**config.mk**
```make
export PLATFORM = sky130hd
export DESIGN_NAME = mem_access_unit
export DESIGN_NICKNAME = d
export VERILOG_FILES = /design/src/rtl/mips_pkg.sv /design/src/rtl/load_extend.sv /design/src/rtl/mem_access_unit.sv
export SDC_FILE = /design/constraint.sdc
export NUM_CORES = 1
export LEC_CHECK = 0
export BUFFER_PORTS_ARGS = -buffer_cell sky130_fd_sc_hd__buf_4
export CORE_MARGIN = 2
export CORE_UTILIZATION = 45
export CTS_CLUSTER_SIZE = 20
export DETAILED_ROUTE_END_ITERATION = 12
export GPL_TIMING_DRIVEN = 0
export PLACE_DENSITY = 0.75
export SYNTH_ARGS = -nofsm -noshare
export SYNTH_HDL_FRONTEND = slang
export SYNTH_SLANG_ARGS = --single-unit
```
**constraint.sdc**
```tcl
create_clock -name clk -period 1.85 [get_ports clk]
set_input_delay 0.185 -clock clk [delete_from_list [all_inputs] [get_ports clk]]
set_output_delay 0.185 -clock clk [all_outputs]
set_load 0.03 [all_outputs]
```
**src/rtl/mips_pkg.sv**
```systemverilog
// Shared MIPS memory-stage types: FSM states and load/store size encodings.
// Latency: n/a (types and constants only).
// Backpressure: n/a.
// Ports: none (package).
package mips_pkg;

  // Memory-stage sequencer states.
  typedef enum logic [1:0] {
    IDLE = 2'd0,
    BUSY = 2'd1,
    DONE = 2'd2
  } memState_t;

  // MemReadSelect encodings carried down from decode.
  typedef enum logic [1:0] {
    LW  = 2'b00,
    LB  = 2'b01,
    LBU = 2'b10,
    LH  = 2'b11
  } memReadSel_t;

  // MemWriteSelect encodings carried down from decode.
  typedef enum logic {
    SW = 1'b0,
    SB = 1'b1
  } memWriteSel_t;

  localparam logic [3:0] BE_ALL = 4'b1111;

endpackage

```
**src/rtl/load_extend.sv**
```systemverilog
// Load data extraction: picks byte/half from a 32-bit bus word and extends it.
// Latency: purely combinational, zero cycles.
// Backpressure: none; output follows inputs.
// Ports: rdata (bus word), addr (byte offset addr[1:0]), select (LW/LB/LBU/LH), data (result).
module load_extend
  import mips_pkg::*;
(
  input  logic [31:0]  rdata,
  input  logic [1:0]   addr,
  input  memReadSel_t  select,
  output logic [31:0]  data
);

  logic [7:0]  byteSel;
  logic [15:0] halfSel;

  always_comb begin
    // Little-endian: offset 0 is the least significant byte lane.
    byteSel = rdata[7:0];
    case (addr)
      2'd0:    byteSel = rdata[7:0];
      2'd1:    byteSel = rdata[15:8];
      2'd2:    byteSel = rdata[23:16];
      default: byteSel = rdata[31:24];
    endcase

    // Only addr[1] picks the half; addr[0] is not meaningful for halfwords.
    halfSel = addr[1] ? rdata[31:16] : rdata[15:0];

    data = rdata;
    case (select)
      LB:      data = {{24{byteSel[7]}}, byteSel};
      LBU:     data = {24'h000000, byteSel};
      LH:      data = {{16{halfSel[15]}}, halfSel};
      default: data = rdata;
    endcase
  end

endmodule

```
**src/rtl/mem_access_unit.sv**
```systemverilog
// MIPS MEM stage: runs one load/store on a req/ack data bus and stalls the pipe meanwhile.
// Latency: memory ops take >= 3 cycles (IDLE, BUSY until ack, DONE); ALU results pass through combinationally.
// Backpressure: StallOutput is high from request acceptance until ack; mem_ack low holds the block in BUSY.
// Ports: clk, rst (async active-low); EX/MEM inputs (EXResultInput, RegDataBInput, MemRead/Write*,
//        RegDest/RegWrite/MemToReg); bus mem_req/mem_we/mem_addr/mem_wdata/mem_be out, mem_ack/mem_rdata in;
//        StallOutput, WBDataOutput, RegDestOutput, RegWriteOutput, ExcAdELOutput, ExcAdESOutput out.
// Build option: define MEM_ALIGN_CHECK_EN to enable LW/SW/LH alignment exceptions.
module mem_access_unit
  import mips_pkg::*;
#(
  parameter int ADDR_W = 32
) (
  input  logic              clk,
  input  logic              rst,
  input  logic [31:0]       EXResultInput,
  input  logic [31:0]       RegDataBInput,
  input  logic              MemReadInput,
  input  logic              MemWriteInput,
  input  logic [1:0]        MemReadSelectInput,
  input  logic              MemWriteSelectInput,
  input  logic [5:0]        RegDestInput,
  input  logic              RegWriteInput,
  input  logic              MemToRegInput,
  output logic              mem_req,
  output logic              mem_we,
  output logic [ADDR_W-1:0] mem_addr,
  output logic [31:0]       mem_wdata,
  output logic [3:0]        mem_be,
  input  logic              mem_ack,
  input  logic [31:0]       mem_rdata,
  output logic              StallOutput,
  output logic [31:0]       WBDataOutput,
  output logic [5:0]        RegDestOutput,
  output logic              RegWriteOutput,
  output logic              ExcAdELOutput,
  output logic              ExcAdESOutput
);

  memState_t    state, nextState;
  memReadSel_t  readSel, readSelQ;
  memWriteSel_t writeSel;

  logic [ADDR_W-1:0] effAddr;
  logic              isStore, isLoad, isLoadQ;
  logic              addrErr, start;
  logic [3:0]        beNext;
  logic [31:0]       wdataNext;
  logic [1:0]        addrLoQ;
  logic [31:0]       captureQ;
  logic [31:0]       loadData;
  logic              unusedMemToReg;

  // Register-file source selection happens in MEM/WB; the load path here keys off the latched read.
  assign unusedMemToReg = MemToRegInput;

  assign effAddr  = ADDR_W'(EXResultInput);
  assign readSel  = memReadSel_t'(MemReadSelectInput);
  assign writeSel = memWriteSel_t'(MemWriteSelectInput);
  // A simultaneous read+write request is treated as a write only.
  assign isStore  = MemWriteInput;
  assign isLoad   = MemReadInput & ~MemWriteInput;

`ifdef MEM_ALIGN_CHECK_EN
  assign ExcAdELOutput = isLoad &&
                         (((readSel == LW) && (effAddr[1:0] != 2'b00)) ||
                          ((readSel == LH) && effAddr[0]));
  assign ExcAdESOutput = isStore && (writeSel == SW) && (effAddr[1:0] != 2'b00);
`else
  assign ExcAdELOutput = 1'b0;
  assign ExcAdESOutput = 1'b0;
`endif

  assign addrErr = ExcAdELOutput | ExcAdESOutput;
  assign start   = (state == IDLE) && (MemReadInput || MemWriteInput) && !addrErr;

  // SB drives one lane and replicates the byte so the slave can take any lane.
  assign beNext    = (isStore && (writeSel == SB)) ? (4'b0001 << effAddr[1:0]) : BE_ALL;
  assign wdataNext = (writeSel == SB) ? {4{RegDataBInput[7:0]}} : RegDataBInput;

  always_ff @(posedge clk or negedge rst) begin
    if (!rst) state <= IDLE;
    else      state <= nextState;
  end

  always_comb begin
    nextState   = state;
    StallOutput = 1'b0;
    case (state)
      IDLE: begin
        // Stall goes up in the accepting cycle so EX/MEM holds the instruction.
        if (start) begin
          nextState   = BUSY;
          StallOutput = 1'b1;
        end
      end
      BUSY: begin
        StallOutput = 1'b1;
        if (mem_ack) nextState = DONE;
      end
      DONE:    nextState = IDLE;
      default: nextState = IDLE;
    endcase
  end

  // Bus request registers and load capture; address/data are held for the whole of BUSY.
  always_ff @(posedge clk or negedge rst) begin
    if (!rst) begin
      mem_req   <= 1'b0;
      mem_we    <= 1'b0;
      mem_addr  <= '0;
      mem_wdata <= '0;
      mem_be    <= '0;
      captureQ  <= '0;
      addrLoQ   <= 2'b00;
      readSelQ  <= LW;
      isLoadQ   <= 1'b0;
    end else if (start) begin
      mem_req  <= 1'b1;
      mem_we   <= isStore;
      mem_addr <= {effAddr[ADDR_W-1:2], 2'b00};
      mem_be   <= beNext;
      if (isStore) mem_wdata <= wdataNext;
      addrLoQ  <= effAddr[1:0];
      readSelQ <= readSel;
      isLoadQ  <= isLoad;
    end else if ((state == BUSY) && mem_ack) begin
      mem_req  <= 1'b0;
      mem_we   <= 1'b0;
      captureQ <= mem_rdata;
    end
  end

  load_extend uLoadExtend (
    .rdata  (captureQ),
    .addr   (addrLoQ),
    .select (readSelQ),
    .data   (loadData)
  );

  assign WBDataOutput   = ((state == DONE) && isLoadQ) ? loadData : EXResultInput;
  assign RegDestOutput  = RegDestInput;
  assign RegWriteOutput = RegWriteInput & ~addrErr;

endmodule

```
---- Word level (Yosys, flattened, before mapping) ----
Index checks and enable logic that the tools add are counted.
cells by class
  bitwise logic cells ..................... 3
  add/sub/neg operators ................... 0
  reductions and logical operators ........ 11
  shifts and indexed selects .............. 1
  div/mod/pow operators ................... 0
  multiplexer cells ....................... 14
  order comparisons ....................... 0
  multiply operators ...................... 0
  eq/ne operators ......................... 9
operators with widths
  kind                   count
  $pmux W32 S3           1
  $mux W32               2
  $pmux W8 S3            1
  $mux W16               1
  $eq A2 B2 Y1 const B   4
  $eq A2 B1 Y1 const B   3
  $reduce_and A2 Y1      3
  $logic_and A1 B1 Y1    4
  $logic_not A2 Y1       2
  $mux W1                4
  $mux W2                2
  $mux W4                1
  $ne A2 B2 Y1 const B   2
  $pmux W2 S2            1
  $shl A1 B2 Y4 const A  1
  $not A1 Y1             2
  $pmux W1 S2            1
  $reduce_bool A2 Y1     1
  $and A1 B1 Y1          1
  $logic_or A1 B1 Y1     1
word-level totals
  bits in latches ......................... 0
  memory bits (writable) .................. 0
  ROM bits ................................ 0
  output and inout port bits .............. 112
  logic and storage cells ................. 48
  memories ................................ 0
  input bits .............................. 112
  register bits after elaboration ......... 107

---- Logic depth before layout (Yosys ltp) ----
Gate-level depths: netlist of the first run.
  word-level depth ........................ 4
  gate-level depth with buffers ........... 7
  gate-level depth less buffers ........... 4

---- Modules after synthesis ----
Synthesis of the first run repeated with hierarchy kept, for this count alone.
unflattened totals
  cells, all modules ...................... 443
  area total of the unflattened synthesis .. 5574.1 µm²
modules (own cells, without submodules)
  module           seq. area each (µm²)  cells each  area each (µm²)  times used
  mem_access_unit  2677.6                340         4695.8           1
  load_extend      0.0                   103         878.3            1

---- Worst setup path before layout of the first run ----
No wires, ideal clock.
  kind .................................... register to output
  start ................................... register addrLoQ[1]
  end ..................................... output port WBDataOutput[20]
  path slack .............................. -0.249 ns
  required time ........................... 1.665 ns
  arrival time ............................ 1.914 ns
  stages on the path, launching flop included .. 8
  path buffers ............................ 3
  path through ............................ dfrtp_1 buf_6 mux4_2 nand3b_4 o21a_4 buf_6 buf_8 a31oi_1
on the way
  word-level cells in the longest chain between the ends .. 4
  elaborated cells between the ends (all ways) .. 7
  those cells by class .................... eq/ne (2); mux (4); reduce/logical (1)
ends and longest elaborated chain
  what                                  line                    text
  start, declared                       mem_access_unit.sv:48   logic [1:0] addrLoQ;
  start signal, assigned                mem_access_unit.sv:123  addrLoQ <= effAddr[1:0];
  $eq A2 B2 Y1 (tied with other cells)  load_extend.sv:20       case (addr)
  $pmux W8 S3                           load_extend.sv:20
  $pmux W32 S3 *                        load_extend.sv:31       case (select)
  $mux W32 *                            mem_access_unit.sv:140  assign WBDataOutput = ((state == DONE) && isLoadQ) ? loadData : EXResultInput;
  end, declared                         mem_access_unit.sv:32   output logic [31:0] WBDataOutput,
Mark *: on every way between the ends. The rest lies on a longest branch, timed or not.

---- Final worst setup path of the first run ----
  start ................................... register captureQ[15]
  end ..................................... output port WBDataOutput[21]
on the way
  word-level cells in the longest chain between the ends .. 3
  elaborated cells between the ends (all ways) .. 4
  those cells by class .................... mux (4)
ends and longest elaborated chain
  what                                     line                                  text
  start, declared                          mem_access_unit.sv:49                 logic [31:0] captureQ;
  start signal, assigned                   mem_access_unit.sv:129                captureQ <= mem_rdata;
  $pmux W8 S3 or $mux W16 (tied branches)  load_extend.sv:20, load_extend.sv:28
  $pmux W32 S3 *                           load_extend.sv:31
  $mux W32 *                               mem_access_unit.sv:140
Marks and branches as above.

==> run_results.csv, run 1 <==
group,metric,value,unit
cts,cts_sinks,107,
route,via_count,5338,
status,violations,"negative setup slack",
synth,syn_inst,560,
pwr,power_density,1890,nW/um^2
pwr,combPwrFrac,60.3,%
synth,syn_area,5280,um^2
die,core,11400,um^2
critical_path,arrival,2120,ps
synth,yosysWarnings,0,
synth,async_flop_share,100,%
global_route,grt_pass1_vias,5146,
synth,synth_ff_type,"dfrtp_1",
synth,ys_seq_area_share,50.7,%
global_route,met2_usage,45.5,%
status,status,"complete, but fails checks",
timing,max_freq,435,MHz
pwr,p_seq_share,28.6,%
timing,tns,-10800,ps
synth,yosys.cell_count.top_type,"nand2_1",
pwr,p_leak,0.00393,uW
cts,cts_buffer_depth,2,
timing,finalHoldViolCount,0,
cts,worstSkewPairLatency,360,ps
global_route,grt_max_degree,108,
route,wl,18700,um
place,portBuffers,210,
timing,hold-worst-slack,14.9,ps
timing,finalSetupViolCount,32,
pwr,switching_share,46.4,%
cts,cts_tree,"done",
place,dp_hpwl,13000,um
layout,drive_gt1_share,49.0,%
synth,ys_top_cells_by_area,"dfrtp_1 (51%), nand2_1 (9.2%), mux2_2 (8.5%)",
worst_hold_path,hp-class,"in -> reg",
die,die_width,112,um
cts,clock-root-buffer,"clkbuf_16",
global_route,antenna_found_initial,0,
synth,yosysTopAreaCellShare,50.7,%
critical_path,path_class,"reg -> out",
die,dieArea,12600,um^2
global_route,top_usage_layer,"met2",
synth,synth_seq_cells,107,
timing,final_max_slew_viol_count,0,
worst_hold_path,min_from,"mem_rdata[8]",
route,antenna_left,0,
synth,netlist-cell-type-count,30,
critical_path,crit_path_end_kind,"primary output",
global_route,gr-total-overflow,0,
route,wl_per_cell,19.6,um
synth,synthTopCellsByCount,"nand2_1 (130), dfrtp_1 (107), nor2_1 (67)",
route,drc_errors,0,
pwr,switching_power,7390,uW
critical_path,r2r_start,"state[0]",
pwr,ir_worst_vdd,1150,uV
layout,fin_util,73.7,%
route,drt-pass1-iter-count,5,
synth,syn_area_per_cell,9.43,um^2
synth,synth_edf_count,0,
critical_path,r2r_setup_slack,110,ps
synth,synth_top_area_cell,"dfrtp_1",
cts,htree_levels,3,
layout,n_fill_cell,783,
layout,n_antenna_cell,0,
timing,fin_crit,2300,ps
global_route,grt_usage,27.9,%
layout,layoutNonFillerInstCount,955,
worst_hold_path,whs_path_depth,3,
global_route,grt_pass1_wl,27400,um
timing,clock_skew,7.78,ps
timing,rsz0062_at_grt,"yes",
cts,clkTransAtPathRegs,70,ps
die,fp-row-count,39,
die,chipHeight,112,um
timing,post-route-period-util,124,%
flow_run,maxCapViolCount,0,
timing,worst_pin_slew,562,ps
critical_path,start_kind,"register",
worst_hold_path,holdPathEnd,"captureQ[8]",
timing,relSlewSlack,62.5,%
critical_path,r2r_cells,5,
pwr,p_clk_share,11.1,%
route,avgViaCountPerCell,5.59,
die,initial_core_util,46.2,%
place,place_ws,-324,ps
critical_path,timing.rr.end,"mem_addr[27]",
critical_path,cp_max_fo,5,
place,place_inst,916,
global_route,use_met3,5.08,%
place,place.gp.congestion,0.924,
pwr,p_int,8540,uW
layout,nNetsFinal,919,
critical_path,critical_path.startpoint,"captureQ[15]",
route,drtIter0Drc,492,
die,pin_count,224,
cts,cts_buffers,9,
layout,syn2layout_area_growth,59.4,%
timing,setup_slack,-451,ps
critical_path,worstPathRequired,1660,ps
global_route,met1_usage,37.3,%
==> how the worst max path moves through the flow <==
stage	endpoint	depth (start not counted)	slack, ps
after detailed placement	WBDataOutput[30]	6	-320
after global placement	WBDataOutput[30]	6	-270
after floorplan	WBDataOutput[15]	6	-130
after global routing	WBDataOutput[26]	7	-490
after CTS	WBDataOutput[21]	8	-390
final	WBDataOutput[21]	7	-450
==> registers in the layout, summed over array words and instances, names as in the netlist <==
| register | cells |
|---|---|
| mem_be | 4 |
| captureQ | 32 |
| readSelQ | 2 |
| mem_addr | 30 |
| addrLoQ | 2 |
| mem_req | 1 |
| isLoadQ | 1 |
| mem_we | 1 |
| state | 2 |
| mem_wdata | 32 |
==> logic make-up after synthesis <==
family / count (synthesis) / share of synthesized area (%)
multiplexers: 74 / 15.2
AO/OA/AOI/OAI: 100 / 11.4
buffers and inverters: 56 / 5.45
XOR/XNOR: 1 / 0.166
AND/OR/NAND/NOR: 221 / 17.0
other: 1 / 0.0710
flip-flops: 107 / 50.7
==> through the flow <==
| stage | area (um^2) | total power (uW) |
|---|---|---|
| global route | 8410 | 16600 |
| global placement | 7190 | 11700 |
| floorplan | 5440 | 9110 |
| detailed placement | 7190 | 11900 |
| finish | 8410 | 15900 |
| CTS | 8020 | 14900 |
==> metal layers <==
layer  vias up  share of wire (%)
met5         -                  0
met4         0                3.6
met3        61                7.8
met2       264                 50
met1      2630                 38
li1       2383                  -
==> power groups by stage <==
stage                     clock network (uW)  registers [uW]  logic (uW)
final                                   1760            4560        9600
after global routing                    1870            4660       10100
after CTS                               1780            4420        8710
after detailed placement                   0            4380        7500
after global placement                     0            4320        7350
after floorplan                            0            5620        3490
==> layout make-up <==
type	count	area (um^2)	area share (%)
Timing Repair Buffer	240	2030	24.1
Clock buffer	12	236	2.81
Buffer	45	325	3.87
Tap cell	143	179	2.13
Clock inverter	4	27.5	0.327
Multi-Input combinational cell	400	2920	34.7
Inverter	4	15.0	0.178
Sequential cell	107	2680	31.9
==> repair_timing <==
item	in CTS	in global routing
setup endpoints to repair	55	64
endpoints found under the hold margin	0	107
setup buffers	17	10
gates resized for setup	92	71
pin swaps	14	23
gates cloned	3	0
hold buffers	0	1
==> cells in the final DEF (no fill, tap or decap), types with 3 or more instances in the layout <==
| cell | synthesis | routed |
|---|---|---|
| clkbuf_4 | 0 | 5 |
| o221ai_2 | 0 | 3 |
| inv_1 | 4 | 4 |
| nor2_2 | 0 | 3 |
| a31oi_2 | 0 | 6 |
| mux2_2 | 40 | 40 |
| nor2_1 | 67 | 63 |
| buf_8 | 1 | 4 |
| dfrtp_1 | 107 | 104 |
| nand2b_4 | 0 | 3 |
| a21oi_2 | 0 | 6 |
| dfrtp_2 | 0 | 3 |
| conb_1 | 1 | 4 |
| buf_12 | 0 | 5 |
| clkbuf_16 | 0 | 10 |
| nand2b_1 | 9 | 5 |
| mux2i_4 | 0 | 7 |
| a31oi_1 | 32 | 13 |
| buf_16 | 0 | 3 |
| o21ai_0 | 13 | 8 |
| nand2_1 | 130 | 128 |
| buf_2 | 8 | 4 |
| clkbuf_1 | 28 | 12 |
| o21bai_4 | 0 | 5 |
| clkbuf_2 | 0 | 7 |
| a21oi_1 | 37 | 31 |
| o21ai_2 | 0 | 3 |
| buf_4 | 11 | 215 |
| nor3_1 | 8 | 6 |
| clkinvlp_4 | 0 | 3 |
| a31oi_4 | 0 | 13 |
| mux2i_1 | 33 | 26 |
| buf_6 | 2 | 28 |
==> worst max-delay path, cell delays in order (launching register included) <==
cell and delay, ps:
dfrtp_2 460, mux4_2 530, nand3b_4 120, o21a_4 180, buf_12 120, buf_16 120, a31oi_4 90, buf_6 150
Note: power is estimated with default switching activity, not from simulation.
==> inputs of run 2 (changes only) <==
CTS_BUF_LIST = sky130_fd_sc_hd__clkbuf_16   (was default)
==> run 2 against run 1 <==
  * The run still ends with negative setup slack left
  * First-iteration DRC count down 5.1%
  * Sequential power about the same
  * Count of clock-buffer cells in the layout down 3
  * Wire length up 0.28%
  * Non-clock buffer count unchanged
  * Register-to-register slack about the same
  * Largest cell class unchanged
  * Highest routed layer unchanged
==> run_results.csv, run 2 (synthesis results as in run 1) <==
group,metric,value,unit
cts,cts_buffers,9,
critical_path,cp_num_buf_inv,3,
place,place_ws,-324,ps
cts,cts_buffer_depth,2,
place,portBuffers,210,
die,initial_core_util,46.2,%
layout,final_common_cell,"buf_4",
timing,worst_pin_slew,562,ps
die,pin_count,224,
critical_path,worstPathRequired,1660,ps
cts,worstSkewPairLatency,360,ps
route,avgViaCountPerCell,5.60,
layout,layout_common_cells,"buf_4 (215), nand2_1 (128), dfrtp_1 (104)",
critical_path,r2r_cells,5,
layout,largestRegisters,"captureQ: 32 flops, mem_wdata: 32 flops, mem_addr: 30 flops",
status,status,"complete, but fails checks",
route,antenna_left,0,
route,via_count,5352,
place,place_inst,916,
timing,clock_skew,7.28,ps
route,wl,18800,um
cts,cts_tree,"done",
timing,finalSetupViolCount,32,
critical_path,timing.rr.end,"mem_addr[27]",
critical_path,cp_slowest_cell,"mux4_2",
timing,relSlewSlack,62.6,%
pwr,p_leak,0.00394,uW
critical_path,crit_path_cell_trace,"mux4_2 -> nand3b_4 -> o21a_4 -> buf_12 -> buf_16 -> a31oi_4 -> buf_6",
timing,setup_slack,-458,ps
global_route,antenna_found_initial,0,
status,violations,"negative setup slack",
layout,n_antenna_cell,0,
layout,nNetsFinal,919,
critical_path,crit_path_max_incr_delay,530,ps
die,chipHeight,112,um
cts,clock-root-buffer,"clkbuf_16",
flow_run,maxCapViolCount,0,
die,fp-row-count,39,
global_route,grt_usage,27.9,%
route,drc_errors,0,
cts,htree_levels,3,
timing,finalHoldViolCount,0,
cts,clkTransAtPathRegs,70,ps
timing,tns,-11040,ps
timing,rsz0062_at_grt,"yes",
global_route,grt_pass1_wl,27400,um
timing,post-route-period-util,125,%
global_route,grt_pass1_vias,5146,
pwr,ir_worst_vdd,1150,uV
critical_path,arrival,2120,ps
critical_path,r2r_start,"state[0]",
die,die_width,112,um
global_route,gr-total-overflow,0,
global_route,grt_max_degree,108,
critical_path,cp.depth,7,
place,dp_hpwl,13000,um
timing,final_max_slew_viol_count,0,
die,dieArea,12600,um^2
pwr,power_density,1890,nW/um^2
timing,fin_crit,2310,ps
worst_hold_path,min_from,"mem_rdata[8]",
critical_path,r2r_setup_slack,110,ps
worst_hold_path,whs_path_depth,3,
layout,layoutNonFillerInstCount,955,
worst_hold_path,holdPathEnd,"captureQ[8]",
place,place.gp.congestion,0.924,
critical_path,cp_top_family,"multiplexers",
timing,hold-worst-slack,11.3,ps
critical_path,crit_path_end_kind,"primary output",
layout,syn2layout_area_growth,59.4,%
route,wl_per_cell,19.7,um
worst_hold_path,hp-class,"in -> reg",
timing,max_freq,433,MHz
critical_path,path_class,"reg -> out",
route,drt-pass1-iter-count,5,
critical_path,cp_max_fo,5,
route,drtIter0Drc,467,
die,core,11400,um^2
layout,drive_gt1_share,49.0,%
critical_path,start_kind,"register",
cts,cts_sinks,107,
==> run 2: changes by cell type in the layout (fill, tap and decap cells not counted) <==
cell	before	now
clkbuf_1	12	9
inv_1	4	7
==> run 2: repair_timing <==
item                                    in CTS  in global routing
pin swaps                                   14                 23
gates cloned                                 3                  0
endpoints found under the setup margin      55                 64
setup buffers                               17                 10
gates resized for setup                     92                 71
endpoints found under the hold margin        0                107
hold buffers                                 0                  1
==> run 2: per-layer routing <==
metal	vias up	routed length (um)	track usage [%]
met5	-	0	0
met4	0	748	11.0
met3	66	1360	5.08
met2	270	9320	45.5
met1	2631	7360	37.3
li1	2385	-	-
==> run 2: power by group <==
part,switching (uW),internal (uW)
Clock,853,896
Sequential,1070,3500
Combinational,5480,4130
==> run 2: worst register-to-register path: stages (launching register included) <==
cell and delay [ps]:
dfrtp_1 370, buf_4 120, nor2_1 40, o21ai_0 200, buf_1 500, mux2_2 400
==> run 2: stage by stage <==
stage | total power (uW) | instance area (um^2) | util [%]
floorplan | 9110 | 5440 | -
global placement | 11700 | 7190 | 63.0
detailed placement | 11900 | 7190 | 63.0
CTS | 14900 | 8020 | 70.2
global route | 16600 | 8410 | 73.7
finish | 15900 | 8410 | 73.7
==> run 2: worst max path at each step <==
stage          slack [ps]          endpoint         start
3_5_place_dp         -320  WBDataOutput[30]      state[0]
2_1_floorplan        -130  WBDataOutput[15]    addrLoQ[1]
3_3_place_gp         -270  WBDataOutput[30]      state[0]
6_report             -460  WBDataOutput[21]  captureQ[15]
5_1_grt              -490  WBDataOutput[26]    addrLoQ[1]
4_1_cts              -390  WBDataOutput[21]    addrLoQ[1]
==> run 2: final cells by class <==
| type | instances | area [um^2] |
|---|---|---|
| Fill cell | 783 | 3010 |
| Multi-Input combinational cell | 400 | 2920 |
| Inverter | 4 | 15.0 |
| Clock buffer | 9 | 225 |
| Buffer | 45 | 325 |
| Tap cell | 143 | 179 |
| Clock inverter | 7 | 38.8 |
| Sequential cell | 107 | 2680 |
| Timing Repair Buffer | 240 | 2030 |
